<file path="config.mk">
export PLATFORM = sky130hd
export DESIGN_NAME = tt_issue_queue_senior_flat
export DESIGN_NICKNAME = d
export VERILOG_FILES = /design/src/rtl/tt_issue_queue_senior_if.sv /design/src/rtl/tt_issue_queue_senior.sv /design/src/flat_wrapper.sv
export SDC_FILE = /design/constraint.sdc
export NUM_CORES = 1
export LEC_CHECK = 0
export ABC_AREA = 1
export CAP_MARGIN = 20
export CORE_UTILIZATION = 30
export DETAILED_ROUTE_END_ITERATION = 10
export DONT_BUFFER_PORTS = 1
export HOLD_SLACK_MARGIN = 0.08
export SLEW_MARGIN = 20
export SYNTH_ARGS = -nofsm -noshare
export SYNTH_HDL_FRONTEND = slang
export SYNTH_SLANG_ARGS = --single-unit
</file>
<file path="constraint.sdc">
create_clock -name clk -period 7.56 [get_ports clk]
set_input_delay 0.756 -clock clk [delete_from_list [all_inputs] [get_ports clk]]
set_output_delay 0.756 -clock clk [all_outputs]
set_load 0.03 [all_outputs]
</file>
<file path="src/rtl/tt_issue_queue_senior_if.sv">
// Issue/read bundle for the seniority issue queue.
// The master side is the OVI issue driver; the slave side is the queue itself.
interface tt_issue_queue_senior_if #(
  parameter int DEPTH    = 4,
  parameter int SB_ID_W  = 5,
  parameter int SCALAR_W = 64,
  parameter int VCSR_W   = 40
);
  localparam int CW = $clog2(DEPTH + 1);

  logic                issue_valid;
  logic [31:0]         issue_inst;
  logic [SB_ID_W-1:0]  issue_sb_id;
  logic [SCALAR_W-1:0] issue_scalar_opnd;
  logic [VCSR_W-1:0]   issue_vcsr;
  logic                issue_vcsr_lmulb2;
  logic                dispatch_next_senior;
  logic                issue_kill;
  logic                read_req;

  logic                read_valid;
  logic [31:0]         read_issue_inst;
  logic [SB_ID_W-1:0]  read_issue_sb_id;
  logic [SCALAR_W-1:0] read_issue_scalar_opnd;
  logic [VCSR_W-1:0]   read_issue_vcsr;
  logic                read_issue_vcsr_lmulb2;
  logic                is_empty;
  logic                queue_full;
  logic [CW-1:0]       senior_count;
  logic                issue_credit;
  logic                overflow_err;
  logic                dispatch_err;

  modport master (
    output issue_valid, issue_inst, issue_sb_id,
    output issue_scalar_opnd, issue_vcsr,
    output issue_vcsr_lmulb2, dispatch_next_senior,
    output issue_kill, read_req,
    input  read_valid, read_issue_inst,
    input  read_issue_sb_id, read_issue_scalar_opnd,
    input  read_issue_vcsr, read_issue_vcsr_lmulb2,
    input  is_empty, queue_full, senior_count,
    input  issue_credit, overflow_err, dispatch_err
  );

  modport slave (
    input  issue_valid, issue_inst, issue_sb_id,
    input  issue_scalar_opnd, issue_vcsr,
    input  issue_vcsr_lmulb2, dispatch_next_senior,
    input  issue_kill, read_req,
    output read_valid, read_issue_inst,
    output read_issue_sb_id, read_issue_scalar_opnd,
    output read_issue_vcsr, read_issue_vcsr_lmulb2,
    output is_empty, queue_full, senior_count,
    output issue_credit, overflow_err, dispatch_err
  );
endinterface

</file>
<file path="src/rtl/tt_issue_queue_senior.sv">
// Issue queue with speculative writes, seniority pointer, kill and credits.
// Optional same-cycle bypass: define TT_ISSUE_Q_BYPASS_EN.
module tt_issue_queue_senior #(
  parameter int DEPTH    = 4,
  parameter int SB_ID_W  = 5,
  parameter int SCALAR_W = 64,
  parameter int VCSR_W   = 40
) (
  input logic clk,
  input logic reset,
  tt_issue_queue_senior_if.slave bus
);
  localparam int PW = (DEPTH > 1) ? $clog2(DEPTH) : 1;
  localparam int CW = $clog2(DEPTH + 1);

  typedef struct packed {
    logic [31:0]         inst;
    logic [SB_ID_W-1:0]  sb_id;
    logic [SCALAR_W-1:0] opnd;
    logic [VCSR_W-1:0]   vcsr;
    logic                lmulb2;
  } entry_t;

  entry_t        mem_q [DEPTH];
  logic [PW-1:0] wr_ptr_q, wr_ptr_d;
  logic [PW-1:0] disp_ptr_q, disp_ptr_d;
  logic [PW-1:0] rd_ptr_q, rd_ptr_d;
  logic [CW-1:0] cnt_tot_q, cnt_tot_d;
  logic [CW-1:0] cnt_sen_q, cnt_sen_d;
  logic          credit_q, credit_d;
  logic          ovf_q, ovf_d;
  logic          derr_q, derr_d;

  entry_t        new_e, head;
  logic [CW-1:0] pending;
  logic          full, has_sen;
  logic          byp, byp_take;
  logic          wr_acc, pop, disp_ok;

  function automatic logic [PW-1:0] inc(input logic [PW-1:0] p);
    return (p == PW'(DEPTH - 1)) ? '0 : p + 1'b1;
  endfunction

  assign new_e = '{
    inst:   bus.issue_inst,
    sb_id:  bus.issue_sb_id,
    opnd:   bus.issue_scalar_opnd,
    vcsr:   bus.issue_vcsr,
    lmulb2: bus.issue_vcsr_lmulb2
  };

  assign full    = (cnt_tot_q == CW'(DEPTH));
  assign has_sen = (cnt_sen_q != '0);
  assign pending = cnt_tot_q - cnt_sen_q;

`ifdef TT_ISSUE_Q_BYPASS_EN
  // Bypass only when nothing older is held, so order is preserved.
  assign byp = (cnt_tot_q == '0) && bus.issue_valid
            && bus.dispatch_next_senior && !bus.issue_kill;
`else
  assign byp = 1'b0;
`endif
  assign byp_take = byp && bus.read_req;

  assign wr_acc  = bus.issue_valid && !full && !byp_take;
  assign pop     = bus.read_req && has_sen;
  assign disp_ok = bus.dispatch_next_senior && !byp_take
                && ((pending != '0) || wr_acc);

  always_comb begin
    wr_ptr_d   = wr_acc  ? inc(wr_ptr_q)   : wr_ptr_q;
    disp_ptr_d = disp_ok ? inc(disp_ptr_q) : disp_ptr_q;
    rd_ptr_d   = pop     ? inc(rd_ptr_q)   : rd_ptr_q;
    cnt_sen_d  = cnt_sen_q + CW'(disp_ok) - CW'(pop);
    cnt_tot_d  = cnt_tot_q + CW'(wr_acc) - CW'(pop);
    credit_d   = pop || byp_take;
    ovf_d      = bus.issue_valid && full;
    derr_d     = bus.dispatch_next_senior
              && !disp_ok && !byp_take;
    // Kill applies after dispatch: only post-dispatch seniors survive.
    if (bus.issue_kill) begin
      wr_ptr_d  = disp_ptr_d;
      cnt_tot_d = cnt_sen_d;
    end
  end

  always_ff @(posedge clk) begin
    if (reset) begin
      wr_ptr_q   <= '0;
      disp_ptr_q <= '0;
      rd_ptr_q   <= '0;
      cnt_tot_q  <= '0;
      cnt_sen_q  <= '0;
      credit_q   <= 1'b0;
      ovf_q      <= 1'b0;
      derr_q     <= 1'b0;
    end else begin
      wr_ptr_q   <= wr_ptr_d;
      disp_ptr_q <= disp_ptr_d;
      rd_ptr_q   <= rd_ptr_d;
      cnt_tot_q  <= cnt_tot_d;
      cnt_sen_q  <= cnt_sen_d;
      credit_q   <= credit_d;
      ovf_q      <= ovf_d;
      derr_q     <= derr_d;
    end
  end

  always_ff @(posedge clk) begin
    if (wr_acc) mem_q[wr_ptr_q] <= new_e;
  end

  always_comb begin
    head = '0;
    if (byp)          head = new_e;
    else if (has_sen) head = mem_q[rd_ptr_q];
  end

  assign bus.read_valid             = has_sen || byp;
  assign bus.read_issue_inst        = head.inst;
  assign bus.read_issue_sb_id       = head.sb_id;
  assign bus.read_issue_scalar_opnd = head.opnd;
  assign bus.read_issue_vcsr        = head.vcsr;
  assign bus.read_issue_vcsr_lmulb2 = head.lmulb2;
  assign bus.is_empty               = (cnt_tot_q == '0);
  assign bus.queue_full             = full;
  assign bus.senior_count           = cnt_sen_q;
  assign bus.issue_credit           = credit_q;
  assign bus.overflow_err           = ovf_q;
  assign bus.dispatch_err           = derr_q;
endmodule

</file>
<file path="src/flat_wrapper.sv">
// flat-port wrapper written by rule: the top's interface ports become plain ports
module tt_issue_queue_senior_flat 
#(
  parameter int DEPTH    = 4,
  parameter int SB_ID_W  = 5,
  parameter int SCALAR_W = 64,
  parameter int VCSR_W   = 40
)
  (clk, reset, bus_issue_valid, bus_issue_inst, bus_issue_sb_id, bus_issue_scalar_opnd, bus_issue_vcsr, bus_issue_vcsr_lmulb2, bus_dispatch_next_senior, bus_issue_kill, bus_read_req, bus_read_valid, bus_read_issue_inst, bus_read_issue_sb_id, bus_read_issue_scalar_opnd, bus_read_issue_vcsr, bus_read_issue_vcsr_lmulb2, bus_is_empty, bus_queue_full, bus_senior_count, bus_issue_credit, bus_overflow_err, bus_dispatch_err);
  tt_issue_queue_senior_if #(.DEPTH(DEPTH), .SB_ID_W(SB_ID_W), .SCALAR_W(SCALAR_W), .VCSR_W(VCSR_W)) bus_i ();
  input logic clk;
  input logic reset;
  input wire logic [$bits(bus_i.issue_valid)-1:0] bus_issue_valid;
  input wire logic [$bits(bus_i.issue_inst)-1:0] bus_issue_inst;
  input wire logic [$bits(bus_i.issue_sb_id)-1:0] bus_issue_sb_id;
  input wire logic [$bits(bus_i.issue_scalar_opnd)-1:0] bus_issue_scalar_opnd;
  input wire logic [$bits(bus_i.issue_vcsr)-1:0] bus_issue_vcsr;
  input wire logic [$bits(bus_i.issue_vcsr_lmulb2)-1:0] bus_issue_vcsr_lmulb2;
  input wire logic [$bits(bus_i.dispatch_next_senior)-1:0] bus_dispatch_next_senior;
  input wire logic [$bits(bus_i.issue_kill)-1:0] bus_issue_kill;
  input wire logic [$bits(bus_i.read_req)-1:0] bus_read_req;
  output wire logic [$bits(bus_i.read_valid)-1:0] bus_read_valid;
  output wire logic [$bits(bus_i.read_issue_inst)-1:0] bus_read_issue_inst;
  output wire logic [$bits(bus_i.read_issue_sb_id)-1:0] bus_read_issue_sb_id;
  output wire logic [$bits(bus_i.read_issue_scalar_opnd)-1:0] bus_read_issue_scalar_opnd;
  output wire logic [$bits(bus_i.read_issue_vcsr)-1:0] bus_read_issue_vcsr;
  output wire logic [$bits(bus_i.read_issue_vcsr_lmulb2)-1:0] bus_read_issue_vcsr_lmulb2;
  output wire logic [$bits(bus_i.is_empty)-1:0] bus_is_empty;
  output wire logic [$bits(bus_i.queue_full)-1:0] bus_queue_full;
  output wire logic [$bits(bus_i.senior_count)-1:0] bus_senior_count;
  output wire logic [$bits(bus_i.issue_credit)-1:0] bus_issue_credit;
  output wire logic [$bits(bus_i.overflow_err)-1:0] bus_overflow_err;
  output wire logic [$bits(bus_i.dispatch_err)-1:0] bus_dispatch_err;
  assign bus_i.issue_valid = bus_issue_valid;
  assign bus_i.issue_inst = bus_issue_inst;
  assign bus_i.issue_sb_id = bus_issue_sb_id;
  assign bus_i.issue_scalar_opnd = bus_issue_scalar_opnd;
  assign bus_i.issue_vcsr = bus_issue_vcsr;
  assign bus_i.issue_vcsr_lmulb2 = bus_issue_vcsr_lmulb2;
  assign bus_i.dispatch_next_senior = bus_dispatch_next_senior;
  assign bus_i.issue_kill = bus_issue_kill;
  assign bus_i.read_req = bus_read_req;
  assign bus_read_valid = bus_i.read_valid;
  assign bus_read_issue_inst = bus_i.read_issue_inst;
  assign bus_read_issue_sb_id = bus_i.read_issue_sb_id;
  assign bus_read_issue_scalar_opnd = bus_i.read_issue_scalar_opnd;
  assign bus_read_issue_vcsr = bus_i.read_issue_vcsr;
  assign bus_read_issue_vcsr_lmulb2 = bus_i.read_issue_vcsr_lmulb2;
  assign bus_is_empty = bus_i.is_empty;
  assign bus_queue_full = bus_i.queue_full;
  assign bus_senior_count = bus_i.senior_count;
  assign bus_issue_credit = bus_i.issue_credit;
  assign bus_overflow_err = bus_i.overflow_err;
  assign bus_dispatch_err = bus_i.dispatch_err;
  tt_issue_queue_senior #(.DEPTH(DEPTH), .SB_ID_W(SB_ID_W), .SCALAR_W(SCALAR_W), .VCSR_W(VCSR_W)) u_core (.clk(clk), .reset(reset), .bus(bus_i));
endmodule
</file>
# After elaboration in Yosys (flattened, before gate mapping)
# Memories as Yosys holds them, arrays and structs flattened. A register that Yosys moved wholly into a read port is not among the register bits.
# Cells that the tools add are included.
# op_classes
bitwise_logic	0
n_reduce_logical	12
n_shift	0
n_addsub	8
n_eq_ne	4
n_div	0
order_cmp	0
multipliers	0
mux	12
# ops
operator	count
$mux W142	1
$mux W2	8
$add A2 B1 Y2 const B	3
$add A3 B1 Y3	2
$eq A2 B2 Y1 const B	3
$reduce_bool A3 Y1	2
$sub A3 B1 Y3	2
$logic_and A1 B1 Y1	5
$eq A3 B3 Y1 const B	1
$logic_not A3 Y1	1
$mux W3	1
$sub A3 B3 Y3	1
$logic_not A1 Y1	2
$mux W1	2
$reduce_bool A2 Y1	1
$logic_or A1 B1 Y1	1
# totals
in_bits	148
ram_bits	568
mem_count	1
ff_bits	15
latchBits	0
romBits	0
out_inout_bits	151
# memory_table
name	words	word_bits	read_ports	rd_ports_with_merged_regs	write_ports	line_no	source
u_core.mem_q	4	142	1	1	1	tt_issue_queue_senior.sv:24	entry_t mem_q [DEPTH];

# Longest topological paths before layout
# depth
ltp_word	8
ltp_mapped	15
mapped_depth_nobuf	15

# Worst setup path before layout
# OpenSTA, ideal clock, no wires.
# synth_timing
path_kind	input to register
from	in bus_issue_valid
to	mem u_core.mem_q[0][0] (netlist name) (enable)
cell_stages	2
setup_slack_ns	0.188
required_ns	6.915
arrival_time_ns	6.727
cell_sequence	nand2_4 > nor2_1
# synth_via
elab_chain_len	3
# synth_lines
item	line_no	source
start: declaration	flat_wrapper.sv:13	input wire logic [$bits(bus_i.issue_valid)-1:0] bus_issue_valid;
$logic_and A1 B1 Y1	tt_issue_queue_senior.sv:65	assign wr_acc = bus.issue_valid && !full && !byp_take;
$mux W1	tt_issue_queue_senior.sv:110	if (wr_acc) mem_q[wr_ptr_q] <= new_e;
$mux W1 (not written as such)	tt_issue_queue_senior.sv:110	
end: declaration	tt_issue_queue_senior.sv:24	
# Every way passes these cells.

==> key figures <==
Run status
  • Status: complete, no violations

Timing
  • Max-slew violations: 0
  • Worst Skew: between 0.015 and 0.02 ns
  • Count of final setup violators: 0
  • RSZ-0062 raised after global routing: no
  • Max-slew headroom: 0.282
  • Final Cycle Share: 0.571
  • Worst-Margin Slew: 1.08 ns
  • Upper clock frequency limit: approximately 230 MHz
  • Final min period: around 4.3 ns
  • Hold Violations, Final: 0
  • Setup TNS: 0 ns

Die
  • I/O pins: 299
  • Die height: 278 µm
  • Die W: 278 µm
  • Die area: a little under 80000 µm²
  • Initial core utilization: 0.305
  • Rows: 100
  • Core Footprint: between 70000 and 80000 µm²

Logic synthesis
  • Synthesis warning total: 0
  • Netlist Area Pre-Place: approximately 23000 µm²
  • Number of synthesized register bits: between 500 and 600
  • Register area share after synthesis: 0.762
  • Syn nets: slightly below 2000
  • Netlist cell types: 24
  • Post-Syn Instances: around 1800
  • Syn Area/Cell: 12.7 µm²

Detailed routing
  • DRT iter0 DRCs: ~1000
  • Routed vias/inst: just under 5
  • Vias post-DR: 13500
  • DRT Pass-1 Iters: 5
  • DRC errors left: 0
  • Final ANT Viol Nets: 0
  • Drt total wl: 54600 µm
  • WL per Instance: around 19 µm

Setup path
  • WP data required: a little under 7 ns
  • Largest fanout on the critical path: 75
  • Setup CP Type: reg2out
  • Crit Reg-Reg Startpoint: u_core.bus.senior_count[2]$_SDFF_PP0_
  • Crit-path cells: buf_4, buf_4, nor2_1, nor2_1, o21ai_0, a21oi_1
  • Crit start category: register
  • Crit path DAT: between 3 and 4 ns
  • CP endpoint kind: output port
  • Crit-path max cell delay: roughly 0.75 ns
  • CP max stage cell: buf_4

Pwr
  • PwrDens: 401 nW/µm²
  • Psw: 3960 µW
  • Leakage power: between 0.008 and 0.009 µW
  • Sw frac: 0.382
  • Power Internal: approximately 6400 µW
  • Comb pwr share: 0.303
  • Clk pwr share: 0.299
  • Flop pwr share: 0.399
  • VDD IR max: between 0.0002 and 0.0003 V

Global routing
  • First-pass GRT wire length: approximately 81000 µm
  • Vias in the first global route: around 14000
  • GRT Total Usage: 0.137
  • Initial antenna violation count: 2
  • Largest net degree at the start of global routing: between 100 and 150
  • Global route total overflow: 0

Clock network
  • Clock transition at the registers of the reported paths: approximately 0.060 ns
  • Htree depth: 2
  • Inserted Clock Buffers: 61
  • Clock Latency Late Sink: between 0.6 and 0.7 ns
  • CTS root buf: clkbuf_16
  • Post-CTS Setup Repair Bufs: 0
  • Post-CTS Hold Buffers: 0
  • Clk sinks: a little under 600
  • Clk buf depth: 3
  • TritonCTS clock tree: yes
  • Post-CTS Resized: 0

Layout
  • Commonest non-fill, non-tap cell in the layout: nor2_1
  • Finished Cell Area: approximately 26000 µm²
  • Fill cell count: a little over 7000
  • Area Growth Syn to Fin: 13.3%
  • Post-layout util: 0.345
  • Fin nets: roughly 2000
  • Commonest cells after routing, fill and taps aside: 579 x nor2_1, 568 x edfxtp_1, 291 x o21ai_0
  • Share of cells above drive strength 1: 0.0715

Place
  • Placed Area: approximately 24000 µm²
  • Routability cong.: around 0.74
  • I/O Buffers: 0
  • Hpwl dp: approximately 30000 µm

Flow run
  • Number of max-cap violations: 0

Worst hold path
  • Beginning of the worst hold path: reset
  • Hold Crit Class: in2reg
[layer usage]
layer | GRT usage | routed length, µm | vias to the layer above
met5 | 0 | 13 | -
met3 | 0.0513 | 4850 | 81
met2 | 0.239 | 27000 | 392
met4 | 0.0419 | 1130 | 2
met1 | 0.156 | 21600 | 6663
li1 | - | - | 6337
[cell families after synthesis]
group / share of synthesized area
simple gates: 0.103
flops: 0.762
compound gates: 0.0974
buf+inv: 0.0286
fa+ha+maj: 0.00833
xor+xnor: 0.00153
[Yosys cell counts]
cell type,count,share of area
a21oi_1,149,0.033
buf_2,43,0.0094
buf_4,17,0.0056
clkbuf_1,49,0.0081
clkinv_1,1,0.00016
dfxtp_1,17,0.015
edfxtp_1,568,0.75
fa_1,2,0.0018
ha_1,12,0.0066
inv_1,29,0.0048
inv_2,4,0.00066
nand2_1,24,0.0039
nand2_4,1,0.00049
nand3_1,5,0.0011
nand4_1,1,0.00027
nor2_1,583,0.096
nor3_1,1,0.00022
nor3_4,1,0.00071
o211a_1,1,0.00044
o21ai_0,291,0.064
o21ai_1,1,0.00022
o21ai_2,1,0.00038
xnor2_1,2,0.00077
xor2_1,2,0.00077
[critical path: cells and delay by family (launching register included)]
family	cells	cell delay, ns
AO/OA/AOI/OAI	2	0.78
AND/OR/NAND/NOR	2	0.22
flip-flops	1	0.43
buffers and inverters	2	1.38
[registers in the layout (all words and copies together) (netlist names), named ones only]
signal	cells
u_core.bus.dispatch_err	1
u_core.bus.issue_credit	1
u_core.bus.overflow_err	1
u_core.bus.senior_count	3
u_core.cnt_tot_q	3
u_core.disp_ptr_q	2
u_core.mem_q	568
u_core.rd_ptr_q	2
u_core.wr_ptr_q	2
[power by group through the flow]
stage	sequential (µW)	combinational, µW	clock, µW
2_1_floorplan	4240	2490	0
3_3_place_gp	4190	3130	0
3_5_place_dp	4200	3180	0
4_1_cts	4140	3190	3170
5_1_grt	4160	3420	3290
6_report	4130	3140	3100
[final timing paths]
kind / to / slack [ns] / cells after the start
max: bus_read_issue_sb_id[0] / 3.25 / 6
min: u_core.bus.issue_credit$_SDFF_PP0_ / 0.21 / 1
max reg2reg: u_core.cnt_tot_q[2]$_SDFF_PP0_ / 4.12 / 13
min reg2reg: register / 0.50 / 2
[final cells by class]
cell class / instances / area, µm² / area share
Sequential cell: 585 / 17400 / 0.672
Tap cell: 969 / 1210 / 0.0468
Clock buffer: 69 / 1600 / 0.0618
Inverter: 34 / 138 / 0.00532
Timing Repair Buffer: 22 / 198 / 0.00764
Antenna cell: 1 / 2.50 / 0.0000967
Multi-Input combinational cell: 1077 / 4830 / 0.187
Clock inverter: 44 / 499 / 0.0193
[metrics by stage]
step           power, µW  setup WS, ns  hold slack (ns)  cells
2_1_floorplan       6730         0.188            0.472   1805
3_3_place_gp        7320          3.94            0.483   2686
3_5_place_dp        7380          3.89            0.501   2686
4_1_cts            10500          3.20            0.155   2799
5_1_grt            10900          2.97            0.168   2800
6_report           10400          3.25            0.210   2801
Note: power is estimated with default switching activity, not from simulation.
